**src/rtl/pipe_ctrl_pkg.sv**
```systemverilog
// Shared types for the pipeline stall/flush sequencer.
//   state_e     : sequencer FSM states
//   pipe_ctrl_t : every stall/flush control bit driven into the pipe
//   REG_IDX_W   : architectural register index width
package pipe_ctrl_pkg;

  localparam int REG_IDX_W = 5;

  typedef enum logic [1:0] {
    INIT  = 2'd0,
    RUN   = 2'd1,
    DWAIT = 2'd2,
    IWAIT = 2'd3
  } state_e;

  typedef struct packed {
    logic pc_stall;
    logic if_id_stall;
    logic if_id_flush;
    logic id_ex_stall;
    logic id_ex_flush;
    logic ex_mem_stall;
    logic ex_mem_flush;
    logic mem_wb_flush;
  } pipe_ctrl_t;

endpackage

```
**src/rtl/load_use_detect.sv**
```systemverilog
// Load-use hazard detector (pure combinational).
// Ports:
//   id_rs1_i, id_rs2_i : source indices of the instruction in ID
//   id_uses_rs2_i      : ID instruction actually reads rs2
//   ex_rd_i            : destination of the instruction in EX
//   ex_is_load_i       : EX instruction is a load
//   hazard_o           : ID must wait one cycle for the load result
module load_use_detect
  import pipe_ctrl_pkg::*;
(
  input  logic [REG_IDX_W-1:0] id_rs1_i,
  input  logic [REG_IDX_W-1:0] id_rs2_i,
  input  logic                 id_uses_rs2_i,
  input  logic [REG_IDX_W-1:0] ex_rd_i,
  input  logic                 ex_is_load_i,
  output logic                 hazard_o
);

  // x0 is hardwired to zero, so a load targeting it never creates a dependency.
  assign hazard_o = ex_is_load_i && (ex_rd_i != '0) &&
                    ((ex_rd_i == id_rs1_i) || (id_uses_rs2_i && (ex_rd_i == id_rs2_i)));

endmodule

```
**src/rtl/pipe_hazard_ctrl.sv**
```systemverilog
// Central stall/flush sequencer for the 5-stage RV32I pipeline.
// Inputs : ID/EX register indices and load flag, EX redirect, imem/dmem
//          request/ready handshakes.
// Outputs: pc_stall, IF2ID/ID2EX/EX2MEM stall+flush, MEM2WB flush (all
//          combinational from state and inputs), sticky timeout_err.
// Optional build macro PIPE_HAZARD_CTRL_PERF_EN adds perf_dstall, perf_istall,
// perf_lu and perf_flush counters (CNT_W bits, wrapping, idle during INIT).
module pipe_hazard_ctrl
  import pipe_ctrl_pkg::*;
#(
  parameter int INIT_CYCLES    = 2,
  parameter int TIMEOUT_CYCLES = 255,
  parameter int CNT_W          = 32
) (
  input  logic                 ACLK,
  input  logic                 ARESETn,
  input  logic [REG_IDX_W-1:0] id_rs1,
  input  logic [REG_IDX_W-1:0] id_rs2,
  input  logic                 id_uses_rs2,
  input  logic [REG_IDX_W-1:0] ex_rd,
  input  logic                 ex_is_load,
  input  logic                 ex_redirect,
  input  logic                 imem_req,
  input  logic                 imem_ready,
  input  logic                 dmem_req,
  input  logic                 dmem_ready,
  output logic                 pc_stall,
  output logic                 if_id_stall,
  output logic                 if_id_flush,
  output logic                 id_ex_stall,
  output logic                 id_ex_flush,
  output logic                 ex_mem_stall,
  output logic                 ex_mem_flush,
  output logic                 mem_wb_flush,
`ifdef PIPE_HAZARD_CTRL_PERF_EN
  output logic [CNT_W-1:0]     perf_dstall,
  output logic [CNT_W-1:0]     perf_istall,
  output logic [CNT_W-1:0]     perf_lu,
  output logic [CNT_W-1:0]     perf_flush,
`endif
  output logic                 timeout_err
);

  localparam int INIT_W = (INIT_CYCLES > 1) ? $clog2(INIT_CYCLES) : 1;
  localparam int WAIT_W = (TIMEOUT_CYCLES > 1) ? $clog2(TIMEOUT_CYCLES) : 1;
  localparam logic [INIT_W-1:0] INIT_LAST = INIT_W'(INIT_CYCLES - 1);
  // The cycle that first sees a miss already stalls, so the release happens
  // in the wait-state cycle that would have been stall number TIMEOUT_CYCLES+1.
  localparam logic [WAIT_W-1:0] WAIT_LAST = WAIT_W'(TIMEOUT_CYCLES - 1);

  state_e              state_q, state_d;
  logic [INIT_W-1:0]   init_q, init_d;
  logic [WAIT_W-1:0]   wait_q, wait_d;
  logic                err_q, err_d;
  pipe_ctrl_t          ctrl;
  logic                lu_hz, dmiss, tmo, hz_en, ihold, dfreeze;

  load_use_detect u_lud (
    .id_rs1_i      (id_rs1),
    .id_rs2_i      (id_rs2),
    .id_uses_rs2_i (id_uses_rs2),
    .ex_rd_i       (ex_rd),
    .ex_is_load_i  (ex_is_load),
    .hazard_o      (lu_hz)
  );

  always_comb begin
    state_d = state_q;
    init_d  = init_q;
    wait_d  = wait_q;
    err_d   = err_q;
    ctrl    = '0;
    hz_en   = 1'b0;
    ihold   = 1'b0;
    dfreeze = 1'b0;
    dmiss   = dmem_req && !dmem_ready;
    tmo     = (wait_q == WAIT_LAST);

    unique case (state_q)
      INIT: begin
        ctrl.pc_stall     = 1'b1;
        ctrl.if_id_flush  = 1'b1;
        ctrl.id_ex_flush  = 1'b1;
        ctrl.ex_mem_flush = 1'b1;
        ctrl.mem_wb_flush = 1'b1;
        if (init_q == INIT_LAST) state_d = RUN;
        else                     init_d  = INIT_W'(init_q + 1'b1);
      end
      RUN: begin
        hz_en  = 1'b1;
        wait_d = '0;
        if (dmiss) begin
          dfreeze = 1'b1;
          state_d = DWAIT;
        end else if (imem_req && !imem_ready) begin
          ihold   = 1'b1;
          state_d = IWAIT;
        end
      end
      IWAIT: begin
        if (dmiss) begin
          // Data wait wins; a fresh access starts its own watchdog window.
          dfreeze = 1'b1;
          state_d = DWAIT;
          wait_d  = '0;
        end else begin
          hz_en = 1'b1;
          if (imem_ready) begin
            state_d = RUN;
            wait_d  = '0;
          end else if (tmo) begin
            state_d = RUN;
            wait_d  = '0;
            err_d   = 1'b1;
          end else begin
            ihold  = 1'b1;
            wait_d = WAIT_W'(wait_q + 1'b1);
          end
        end
      end
      DWAIT: begin
        // Ready and timeout cycles behave like RUN: the held EX instruction
        // advances now, so a pending redirect must be honoured here.
        if (dmem_ready || tmo) begin
          hz_en   = 1'b1;
          state_d = RUN;
          wait_d  = '0;
          if (!dmem_ready) err_d = 1'b1;
        end else begin
          dfreeze = 1'b1;
          wait_d  = WAIT_W'(wait_q + 1'b1);
        end
      end
      default: state_d = INIT;
    endcase

    if (dfreeze) begin
      ctrl.pc_stall     = 1'b1;
      ctrl.if_id_stall  = 1'b1;
      ctrl.id_ex_stall  = 1'b1;
      ctrl.ex_mem_stall = 1'b1;
      ctrl.mem_wb_flush = 1'b1;
    end else if (hz_en) begin
      if (ihold) begin
        ctrl.pc_stall    = 1'b1;
        ctrl.if_id_flush = 1'b1;
      end
      if (ex_redirect) begin
        // The redirect target must load into PC even while a fetch is pending.
        ctrl.pc_stall    = 1'b0;
        ctrl.if_id_flush = 1'b1;
        ctrl.id_ex_flush = 1'b1;
      end else if (lu_hz) begin
        // Hold the dependent instruction in ID; a flush would discard it.
        ctrl.pc_stall    = 1'b1;
        ctrl.if_id_stall = 1'b1;
        ctrl.if_id_flush = 1'b0;
        ctrl.id_ex_flush = 1'b1;
      end
    end
  end

  always_ff @(posedge ACLK or negedge ARESETn) begin
    if (!ARESETn) begin
      state_q <= INIT;
      init_q  <= '0;
      wait_q  <= '0;
      err_q   <= 1'b0;
    end else begin
      state_q <= state_d;
      init_q  <= init_d;
      wait_q  <= wait_d;
      err_q   <= err_d;
    end
  end

  assign pc_stall     = ctrl.pc_stall;
  assign if_id_stall  = ctrl.if_id_stall;
  assign if_id_flush  = ctrl.if_id_flush;
  assign id_ex_stall  = ctrl.id_ex_stall;
  assign id_ex_flush  = ctrl.id_ex_flush;
  assign ex_mem_stall = ctrl.ex_mem_stall;
  assign ex_mem_flush = ctrl.ex_mem_flush;
  assign mem_wb_flush = ctrl.mem_wb_flush;
  assign timeout_err  = err_q;

`ifdef PIPE_HAZARD_CTRL_PERF_EN
  logic [CNT_W-1:0] dstall_q, istall_q, lu_q, flush_q;
  logic             lu_evt, rd_evt;

  // Both patterns are unique to their event: INIT has no if_id_stall, and
  // every INIT/stall cycle has pc_stall high while a redirect never does.
  assign lu_evt = ctrl.if_id_stall && ctrl.id_ex_flush;
  assign rd_evt = ctrl.if_id_flush && ctrl.id_ex_flush && !ctrl.pc_stall;

  always_ff @(posedge ACLK or negedge ARESETn) begin
    if (!ARESETn) begin
      dstall_q <= '0;
      istall_q <= '0;
      lu_q     <= '0;
      flush_q  <= '0;
    end else begin
      if (state_q == DWAIT) dstall_q <= dstall_q + 1'b1;
      if (state_q == IWAIT) istall_q <= istall_q + 1'b1;
      if (lu_evt)           lu_q     <= lu_q + 1'b1;
      if (rd_evt)           flush_q  <= flush_q + 1'b1;
    end
  end

  assign perf_dstall = dstall_q;
  assign perf_istall = istall_q;
  assign perf_lu     = lu_q;
  assign perf_flush  = flush_q;
`else
  // Keeps CNT_W referenced in the lean build; carries no logic.
  logic [CNT_W-1:0] unused_cnt;
  assign unused_cnt = '0;
`endif

endmodule

```
**config.mk**
```make
export PLATFORM = sky130hd
export DESIGN_NAME = pipe_hazard_ctrl
export DESIGN_NICKNAME = d
export VERILOG_FILES = /design/src/rtl/pipe_ctrl_pkg.sv /design/src/rtl/load_use_detect.sv /design/src/rtl/pipe_hazard_ctrl.sv
export SDC_FILE = /design/constraint.sdc
export NUM_CORES = 1
export LEC_CHECK = 0
export CAP_MARGIN = 20
export CORE_MARGIN = 2
export CORE_UTILIZATION = 43
export DETAILED_ROUTE_END_ITERATION = 10
export MAX_ROUTING_LAYER = met4
export PLACE_DENSITY = 0.78
export SLEW_MARGIN = 20
export SYNTH_ARGS = -nofsm -noshare
export SYNTH_HDL_FRONTEND = slang
export SYNTH_SLANG_ARGS = --single-unit
```
**constraint.sdc**
```tcl
create_clock -name ACLK -period 2.15 [get_ports ACLK]
set_input_delay 0.5375 -clock ACLK [delete_from_list [all_inputs] [get_ports ACLK]]
set_output_delay 0.5375 -clock ACLK [all_outputs]
set_load 0.01 [all_outputs]
```
==> metrics.yaml <==
route:
  remaining_drc_errors: 0
  routedWlPerCell_um: 14.4
  firstDrtPassIters: 4
  drtIter0Drc: 27
  ant_nets: 0
  vias: 998
  viasPerCell: 5.20
  wl_um: 2770
global_route:
  antenna_found_initial: 0
  grt_max_degree: 13
  overflow: 0
  grt_pass1_vias: 1024
  grt_usage_pct: 25.6
  grt_pass1_wl_um: 4570
yosys:
  syn_area_um2: 883
  synth.distinct_cells: 43
  synth_fp_nets: 130
  ys_ff_latch: 12
  synth.avg_cell_area_um2: 8.49
  seq_area_frac_synth_pct: 34.0
  yosysWarnings: 0
  synth_enable_flop_cells: 0
  synth-async-reset-ratio_pct: 100
  synth_ff_type: "dfrtp_1"
  synthCells: 104
floorplanning:
  die-height_um: 49.3
  initial_core_util_pct: 45.5
  die_w_um: 49.3
  die_area_mm2: 0.00243
  pin_count: 33
  rows: 16
  core_mm2: 0.00194
clock_network:
  cts_buffer_depth: 2
  insertion_delay_ns: 0.26
  clkTransAtPathRegs_ns: 0.06
  cts_tree: "yes"
  cts_buffers: 3
  clkSinkCount: 12
  hold_buffers: 0
  htreeDepth: 1
  root_buffer: "clkbuf_4"
hold_path:
  hold_path.class: "flop to flop"
run_status:
  status: "complete, but fails checks"
  violations: "setup timing"
sta:
  fmax_ghz: 0.421
  worst_clock_skew_ns: 0.00379
  slew_violations: 0
  fin_ws_ns: -0.223
  rsz0062_at_grt: "yes"
  setup_viol: 5
  whs_ns: 0.468
  finalSetupTns_ns: -0.569
  fin_crit_ns: 2.37
  hold_viol: 0
  slew_headroom_pct: 64.3
  tightest_slew_ns: 0.534
  finalCritPeriodShare_pct: 110
placement:
  gp_congestion: 0.847
  io_buffers: 32
  hpwl_um: 1950
  pre_cts_slack_ns: -0.997
critical_path:
  ff2ff_setup_slack_ns: 0.34
  critPathLaunch: "id_rs2[0]"
  worstPathArrival_ns: 1.84
  reg2reg_depth: 9
  r2r-end: "wait_q[6]$_DFFE_PN0P_"
  end_kind: "output pin"
  worst_setup_path_start_kind: "primary input"
  cp_max_fo: 4
  crit_required_ns: 1.61
  timing.rr.start: "wait_q[0]$_DFFE_PN0P_"
  crit_end: "if_id_flush"
  path_class: "primary input to output pin"
flow_run:
  max_cap_violations: 0
layout:
  diodes: 0
  drive_gt1_share_pct: 43.0
  nets: 193
  synthToLayoutAreaGrowth_pct: 74.9
  fillCellCount: 137
power_and_ir_drop:
  leakagePower_nw: 0.704
  p_per_area_mw_per_mm2: 827
  ir_drop_mv: 0.651
==> timing repair <==
item,CTS,global route
setup buffers,5,0
resized for setup,99,19
pin swaps,18,9
endpoints found under the setup margin,8,8
==> routing by layer <==
layer  global-route usage [%]  routed length, µm
met5                        -                  0
met4                     5.24                 10
met3                     5.83                 58
met2                     48.2               1640
met1                     26.9               1060
==> Yosys cell counts (2+ instances only) <==
cell | n | share of area, %
nor3_1 | 2 | 1.1
xor2_1 | 7 | 6.9
nor2_1 | 4 | 1.7
or4_1 | 2 | 1.7
o21ai_0 | 9 | 5.1
nand2_1 | 11 | 4.7
nand3_1 | 8 | 4.5
a31oi_1 | 5 | 3.5
a21oi_1 | 4 | 2.3
xnor2_1 | 4 | 4.0
ha_1 | 2 | 2.8
inv_1 | 4 | 1.7
dfrtp_1 | 12 | 34
==> per-stage QoR <==
step | power, mW | std cells | utilization (%) | area [µm²]
after floorplan | 0.646 | 104 | - | 883
after global placement | 1.04 | 184 | 72.2 | 1400
after detailed placement | 1.05 | 184 | 72.2 | 1400
after CTS | 1.20 | 192 | 76.9 | 1490
after global routing | 1.38 | 192 | 79.6 | 1550
final | 1.28 | 192 | 79.6 | 1550
==> final cells by class <==
class | instances | area (µm²) | share of cell area [%]
Multi-Input combinational cell | 84 | 648 | 41.9
Timing Repair Buffer | 61 | 522 | 33.8
Sequential cell | 12 | 300 | 19.4
Tap cell | 27 | 33.8 | 2.19
Clock buffer | 3 | 22.5 | 1.46
Inverter | 5 | 18.8 | 1.21
==> worst min-delay path by stage <==
| stage | slack, ns | depth (start not counted) | start | to |
|---|---|---|---|---|
| after floorplan | 0.24 | 0 | ARESETn | init_q$_DFFE_PN0P_ |
| after CTS | 0.48 | 1 | init_q$_DFFE_PN0P_ | init_q$_DFFE_PN0P_ |
| after detailed placement | 0.46 | 1 | timeout_err$_DFFE_PN0P_ | timeout_err$_DFFE_PN0P_ |
| after global placement | 0.45 | 1 | timeout_err$_DFFE_PN0P_ | timeout_err$_DFFE_PN0P_ |
| final | 0.47 | 1 | init_q$_DFFE_PN0P_ | init_q$_DFFE_PN0P_ |
| after global routing | 0.50 | 1 | init_q$_DFFE_PN0P_ | init_q$_DFFE_PN0P_ |
==> report_power, final <==
part | internal (mW) | switching (mW) | total, mW
clock | 0.0647 | 0.0632 | 0.128
combinational | 0.453 | 0.410 | 0.862
sequential | 0.264 | 0.0240 | 0.288
total | 0.781 | 0.497 | 1.28
==> cells in the final DEF (no fill, tap or decap), types with 2 or more instances in the layout <==
cell type        Yosys  routed
a21oi_1              4       3
a31oi_1              5       5
buf_2                1       7
buf_4                1      24
buf_6                0      12
clkbuf_2             0       2
clkbuf_4             0       3
clkdlybuf4s15_1      0       4
clkdlybuf4s50_1      0       6
dfrtp_1             12      12
dlygate4sd2_1        0       4
inv_1                4       3
nand2_1             11      11
nand3_1              8       6
nor2_1               4       4
o21ai_0              9       7
xnor2_1              4       2
xnor2_2              0       2
xor2_1               7       7
==> flip-flops by register name (all words and copies together) (netlist names) <==
name         count
init_q           1
state_q          2
timeout_err      1
wait_q           8
==> critical path: stages <==
cell,delay [ns]
buf_6,0.09
xor2_1,0.15
nor4_1,0.27
and3_1,0.24
o221ai_4,0.13
a311o_1,0.28
buf_2,0.14
==> logic make-up (layout without fill, tap and decap cells) <==
group	count (synthesis)	after routing	synth area share (%)
AOI/OAI and AO/OA	29	29	21.5
buffers and inverters	8	69	3.96
and+or+nand+nor	41	41	25.6
xor gates and xnor gates	11	11	10.9
muxes	1	1	1.13
adders and majority gates	2	2	2.83
DFF	12	12	34.0
Note: power is estimated with default switching activity, not from simulation.
